--- src/rtl/l15_resp_serializer.sv ---
// Return-path buffer: queues full-width L1.5 responses and replays each
// one as a sequence of narrower beats toward the core/transducer side.
module l15_resp_serializer #(
  parameter int LINE_BITS = 128,
  parameter int BEAT_BITS = 64,
  parameter int DEPTH     = 2,
  parameter int TID_W     = 1,
  localparam int MAXB     = LINE_BITS / BEAT_BITS,
  localparam int BW       = $clog2(MAXB) + 1,
  localparam int CW       = $clog2(DEPTH) + 1
) (
  input  logic                 clk,
  input  logic                 rst_n,
  input  logic                 l15_val,
  input  logic [3:0]           l15_returntype,
  input  logic [TID_W-1:0]     l15_threadid,
  input  logic [BW-1:0]        l15_nbeats,
  input  logic [LINE_BITS-1:0] l15_data,
  output logic                 l15_req_ack,
  output logic                 out_val,
  input  logic                 out_rdy,
  output logic [BEAT_BITS-1:0] out_data,
  output logic [3:0]           out_returntype,
  output logic [TID_W-1:0]     out_threadid,
  output logic                 out_first,
  output logic                 out_last,
  output logic [CW-1:0]        occupancy
);

  localparam int PW = $clog2(DEPTH);
  localparam int IW = (MAXB > 1) ? $clog2(MAXB) : 1;

  // Entry storage; data is held as an array of beats so the beat index selects directly.
  logic [MAXB-1:0][BEAT_BITS-1:0] data_q [DEPTH];
  logic [3:0]                     type_q [DEPTH];
  logic [TID_W-1:0]               tid_q  [DEPTH];
  logic [BW-1:0]                  nb_q   [DEPTH];

  logic [PW-1:0] wr_ptr_q, wr_ptr_d;
  logic [PW-1:0] rd_ptr_q, rd_ptr_d;
  logic [CW-1:0] count_q, count_d;
  logic [IW-1:0] beat_idx_q, beat_idx_d;

  logic push, adv, pop, is_last;

  // A zero beat count still carries one beat; anything above the line width is capped.
  function automatic logic [BW-1:0] clamp_nbeats(input logic [BW-1:0] nb);
    if (nb == '0) return BW'(1);
    if (nb > BW'(MAXB)) return BW'(MAXB);
    return nb;
  endfunction

  // Ack is withheld while full, even if the head pops this cycle, and never during reset.
  assign push    = rst_n & l15_val & (count_q < CW'(DEPTH));
  assign out_val = (count_q != '0);
  assign is_last = (BW'(beat_idx_q) == (nb_q[rd_ptr_q] - BW'(1)));
  assign adv     = out_val & out_rdy;
  assign pop     = adv & is_last;

  assign l15_req_ack    = push;
  assign out_data       = out_val ? data_q[rd_ptr_q][beat_idx_q] : '0;
  assign out_returntype = out_val ? type_q[rd_ptr_q] : '0;
  assign out_threadid   = out_val ? tid_q[rd_ptr_q] : '0;
  assign out_first      = out_val & (beat_idx_q == '0);
  assign out_last       = out_val & is_last;
  assign occupancy      = count_q;

  // Capture the presented response into the tail slot on an accepted handshake.
  always_ff @(posedge clk) begin
    if (push) begin
      data_q[wr_ptr_q] <= l15_data;
      type_q[wr_ptr_q] <= l15_returntype;
      tid_q[wr_ptr_q]  <= l15_threadid;
      nb_q[wr_ptr_q]   <= clamp_nbeats(l15_nbeats);
    end
  end

  // Next-state for pointers, occupancy and the beat cursor within the head entry.
  always_comb begin
    wr_ptr_d   = wr_ptr_q;
    rd_ptr_d   = rd_ptr_q;
    count_d    = count_q;
    beat_idx_d = beat_idx_q;
    if (push) wr_ptr_d = wr_ptr_q + PW'(1);
    if (adv) begin
      if (is_last) begin
        beat_idx_d = '0;
        rd_ptr_d   = rd_ptr_q + PW'(1);
      end else begin
        beat_idx_d = beat_idx_q + IW'(1);
      end
    end
    if (push && !pop)      count_d = count_q + CW'(1);
    else if (pop && !push) count_d = count_q - CW'(1);
  end

  // Control state; reset discards any partially delivered or queued entries.
  always_ff @(posedge clk or negedge rst_n) begin
    if (!rst_n) begin
      wr_ptr_q   <= '0;
      rd_ptr_q   <= '0;
      count_q    <= '0;
      beat_idx_q <= '0;
    end else begin
      wr_ptr_q   <= wr_ptr_d;
      rd_ptr_q   <= rd_ptr_d;
      count_q    <= count_d;
      beat_idx_q <= beat_idx_d;
    end
  end

endmodule

--- config.mk ---
export PLATFORM = sky130hd
export DESIGN_NAME = l15_resp_serializer
export DESIGN_NICKNAME = d
export VERILOG_FILES = /design/src/rtl/l15_resp_serializer.sv
export SDC_FILE = /design/constraint.sdc
export NUM_CORES = 1
export LEC_CHECK = 0
export BUFFER_PORTS_ARGS = -buffer_cell sky130_fd_sc_hd__buf_2
export CORE_MARGIN = 5
export CORE_UTILIZATION = 40
export DETAILED_ROUTE_END_ITERATION = 16
export PLACE_DENSITY = 0.58
export SYNTH_ARGS = -nofsm -noshare
export SYNTH_HDL_FRONTEND = slang
export SYNTH_SLANG_ARGS = --single-unit
--- constraint.sdc ---
create_clock -name clk -period 27.7 [get_ports clk]
set_input_delay 6.925 -clock clk [delete_from_list [all_inputs] [get_ports clk]]
set_output_delay 6.925 -clock clk [all_outputs]
set_load 0.05 [all_outputs]
# After elaboration in Yosys (flattened, before gate mapping)
# Memories as Yosys holds them, arrays and structs flattened.
# Index checks and enable logic that the tools add are counted.
[op_classes]
add_sub_neg = 6
magnitude_cmp = 3
n_eq_ne = 1
mux = 20
n_bitwise = 7
n_reduce_logical = 8
[ops]
columns = ["cell", "n"]
rows = [
  ["2-to-1 mux 64 bit", 3],
  ["2-to-1 mux 2 bit", 7],
  ["2-to-1 mux 1 bit", 9],
  ["bitwise AND 1 bit", 6],
  ["2-to-1 mux 4 bit", 1],
  ["nonzero test 2 bit", 2],
  ["subtractor 2 x 1 -> 2 bit, second input constant", 2],
  ["adder 1 bit, second input constant", 3],
  ["adder 2 x 1 -> 2 bit, second input constant", 1],
  ["== test 1 x 2 -> 1 bit", 1],
  ["greater-than comparator 2 bit, second input constant", 1],
  ["logical AND 1 bit", 2],
  ["zero test 1 bit", 2],
  ["zero test 2 bit", 1],
  ["less-than comparator 1 x 2 -> 1 bit, second input constant", 1],
  ["less-than comparator 2 bit, second input constant", 1],
  ["AND reduction 2 bit", 1],
  ["NOT 1 bit", 1],
]
[totals]
regBits = 5
mem_bits_rw = 270
inputBits = 139
out_inout_bits = 75
elab_cells = 53
memories = 4
[memory_table]
columns = ["name", "words", "width", "read_ports", "rd_ports_with_merged_regs", "write_ports", "line_no", "text"]
rows = [
  ["data_q", 2, 128, 1, 0, 1, "34", "logic [MAXB-1:0][BEAT_BITS-1:0] data_q [DEPTH];"],
  ["type_q", 2, 4, 1, 0, 1, "35", "logic [3:0] type_q [DEPTH];"],
  ["nb_q", 2, 2, 1, 0, 1, "37", "logic [BW-1:0] nb_q [DEPTH];"],
  ["tid_q", 2, 1, 1, 0, 1, "36", "logic [TID_W-1:0] tid_q [DEPTH];"],
]

# Longest topological paths before layout
[logic_depth]
depth_word = 8
mapped_depth = 10

# Worst setup path after synthesis
# No wires, ideal clock.
[synth_path]
path_type = "input -> register"
start = "input port rst_n"
end = "memory data_q[0][0] in the netlist's numbering (enable)"
setup_time_ns = 0.796
t_arrival_ns = 16.083
slack_ns = 10.822
stages = 2
path_buffers = 0
path_cell_list = "nand2_1 -> nor3_1"
[synth_via]
elab_chain_len = 4
[synth_lines]
columns = ["item", "line_no", "text"]
rows = [
  ["start, declared", "13", "input logic rst_n,"],
  ["bitwise AND 1 bit (2 in a row)", "54", "assign push = rst_n & l15_val & (count_q < CW'(DEPTH));"],
  ["2-to-1 mux 1 bit", "70", "if (push) begin"],
  ["2-to-1 mux 1 bit (implied by the code)", "71", "data_q[wr_ptr_q] <= l15_data;"],
  ["end, declared", "34", ""],
]
# Every way passes these cells.

# Worst setup path after layout
[layout_path]
start = "input port rst_n"
end = "output port l15_req_ack"
[layout_via]
elab_chain_len = 2
[layout_lines]
columns = ["item", "line_no", "text"]
rows = [
  ["bitwise AND 1 bit (2 in a row)", "54", ""],
  ["end, declared", "19", "output logic l15_req_ack,"],
]
# Every way passes these cells.

==> results_dict.tcl <==
set metrics [dict create \
    viasPerCell 4.98 \
    synth_edf_count 270 \
    ant_nets 0 \
    wirelength_um 20800 \
    io_buffers 212 \
    design.core.area_um2 26000 \
    synth.avg_cell_area_um2 22.4 \
    p_int_mw 0.905 \
    clock-sinks 275 \
    nFillCells 2206 \
    cts_tree "done" \
    async_flop_share 0.0182 \
    io_pins 214 \
    required_ns 20.77 \
    yosysMostFrequentCell "edfxtp_1" \
    hold_class "flop to flop" \
    syn_nets 610 \
    post_cts_buffers 0 \
    sw_frac_of_total 0.390 \
    grt_max_degree 84 \
    ir_drop_v 0.0000693 \
    routabilityCongestion 0.708 \
    powerDensity_nw_per_um2 116 \
    drt_iter0_drc 333 \
    design_area_um2 12800 \
    setup_viol 0 \
    num_vias 5215 \
    fin_setup_tns_ns 0 \
    firstDrtPassIters 4 \
    post-route-period-util 0.530 \
    rsz0062_at_grt "false" \
    cp_max_fo 6 \
    htreeDepth 1 \
    yosys_warnings 0 \
    grt-ovfl-total 0 \
    regArea_um2 8240 \
    pwr-share-clk 0.244 \
    cap_violations 0 \
    syn_area_um2 10500 \
    outcome "finished clean" \
    ys_ff_latch 275 \
    num-nets-final 831 \
    ctsHoldBuffers 0 \
    fin_total_pwr_mw 1.48 \
    timing.setup.critical_path_class "input pin to primary output" \
    netSwitchingPower_mw 0.579 \
    placed_area_um2 11900 \
    die_w_um 172 \
    end_kind "primary output" \
    seq_power_share 0.371 \
    synth_top_area_cell "edfxtp_1" \
    max-slew-margin-rel 0.205 \
    cp_cell_sequence "buf_2 -> nand2_1 -> nor2_1 -> buf_2" \
    layout-drive-gt1-share 0.454 \
    cts_buffer_depth 3 \
    clkTransAtPathRegs_ns 0.06 \
    clockRootBuffer "clkbuf_16" \
    wl_per_cell_um 19.8 \
    power_leakage_nw 4.47 \
    grt_pass1_wl_um 31600 \
    initial_core_util 0.405 \
    std_cell_rows 59 \
    hold_violations 0 \
    die_h_um 172 \
    syn_inst 470 \
    yosysTopAreaCellShare 0.771 \
    slew_viol_final 0 \
    cts_made_buffers 28 \
    synth.distinct_cells 30 \
    slowest_stage "buf_2" \
    max_freq_mhz 68.1 \
    min_period_ns 14.68 \
    whs_ns 0.522 \
    first_global_vias 5828 \
    grt_usage 0.138 \
    yosysSeqAreaShare 0.783 \
    cp_data_arrival_time_ns 7.76 \
    worst_pin_slew_ns 1.19 \
    grt_antenna_before_repair 3 \
    critical_path.max_stage_delay_ns 0.34 \
    synth_ff_type "edfxtp_1" \
    worst_path_most_repeated_cell "buf_2" \
    start_kind "input pin" \
    drc 0 \
    cts_resized 0 \
    synth_commonest_cells "edfxtp_1 (270), and2_1 (65), mux4_2 (64), clkbuf_1 (14), nor2_1 (8)" \
    multiInputGateArea_um2 2110 \
    hpwlAfterDp_um 13100 \
    syn_to_final_growth_pct 21.4 \
    dieArea_um2 29600 \
    skew_ns 0.00634 \
    clock_latency_ns 0.52 \
    p_comb_frac 0.385 \
    synthTopCellsByArea "edfxtp_1 (77%), mux4_2 (14%), and2_1 (3.9%)" \
]
sequential cells by signal (all words and copies together), names as in the netlist:
name / flops
occupancy: 2
tid_q: 2
nb_q: 4
wr_ptr_q: 1
rd_ptr_q: 1
beat_idx_q: 1
data_q: 256
type_q: 8
placed cells by master (no fill, tap or decap), types with 2 or more instances in the layout:
master / netlist / routed
nand2_1: 3 / 3
o21ai_0: 3 / 3
clkbuf_16: 0 / 29
nor2_1: 8 / 8
clkbuf_1: 14 / 6
inv_1: 3 / 2
edfxtp_1: 270 / 270
xor2_1: 3 / 3
mux2i_1: 5 / 5
dfrtp_1: 5 / 3
clkinv_1: 0 / 9
and2_1: 65 / 64
buf_4: 1 / 4
mux4_2: 64 / 64
nand3b_1: 2 / 2
bufinv_16: 0 / 3
buf_2: 5 / 212
dfrtp_4: 0 / 2
clkinv_2: 0 / 3
power groups by stage:
stage	sequential [mW]	clock [mW]	combinational, mW
after floorplan	0.538	0	0.483
after global placement	0.559	0	0.580
after detailed placement	0.562	0	0.583
after CTS	0.553	0.374	0.584
after global routing	0.558	0.393	0.606
final	0.550	0.362	0.572
per-stage QoR:
step                setup WS, ns   util  std cells
finish                     13.02  0.491       1048
global route               12.93  0.491       1048
CTS                        12.99  0.491       1047
detailed placement         12.99  0.457        996
global placement           13.02  0.457        996
floorplan                  10.82      -        470
final cells by class:
cell class              instances  share of cell area
well taps                     335              0.0328
inverters                       3            0.000882
flip-flops and latches        275               0.645
repair buffers                216              0.0854
diodes                          1            0.000196
clock inverters                16              0.0115
multi-input cells             167               0.165
clock buffers                  35              0.0586
layer usage:
layer,part of all wire,up-vias,routed length [µm],global-route usage
li1,-,2357,-,-
met1,0.37,2667,7770,0.163
met2,0.54,147,11200,0.251
met3,0.056,40,1160,0.0299
met4,0.030,4,632,0.0434
met5,0.0013,-,27,0
critical path, delay by kind of cell:
family	cells	cell delay, ns
AND/OR/NAND/NOR	2	0.33
buffers and inverters	2	0.49
worst paths after layout:
kind,start,to,slack (ns),cells after the start
worst max-delay path,rst_n,l15_req_ack,13.02,4
worst min-delay path,wr_ptr_q,wr_ptr_q,0.52,1
worst max register to register,rd_ptr_q,occupancy[1],24.73,8
worst min register to register,wr_ptr_q,wr_ptr_q,0.52,1
max in group asynchronous,rst_n,beat_idx_q,21.33,1
min in group asynchronous,rst_n,rd_ptr_q,6.21,1
cells by family (layout without fill, tap and decap cells):
group / Yosys count / in the layout / share of synthesized area
flops: 275 / 275 / 0.783
simple gates: 84 / 84 / 0.0475
mux: 69 / 69 / 0.142
buf+inv: 28 / 270 / 0.0170
compound gates: 9 / 9 / 0.00631
xor+xnor: 4 / 4 / 0.00333
fa+ha+maj: 1 / 1 / 0.00119
other cells: 0 / 1 / 0
(Power assumes the default switching activity.)
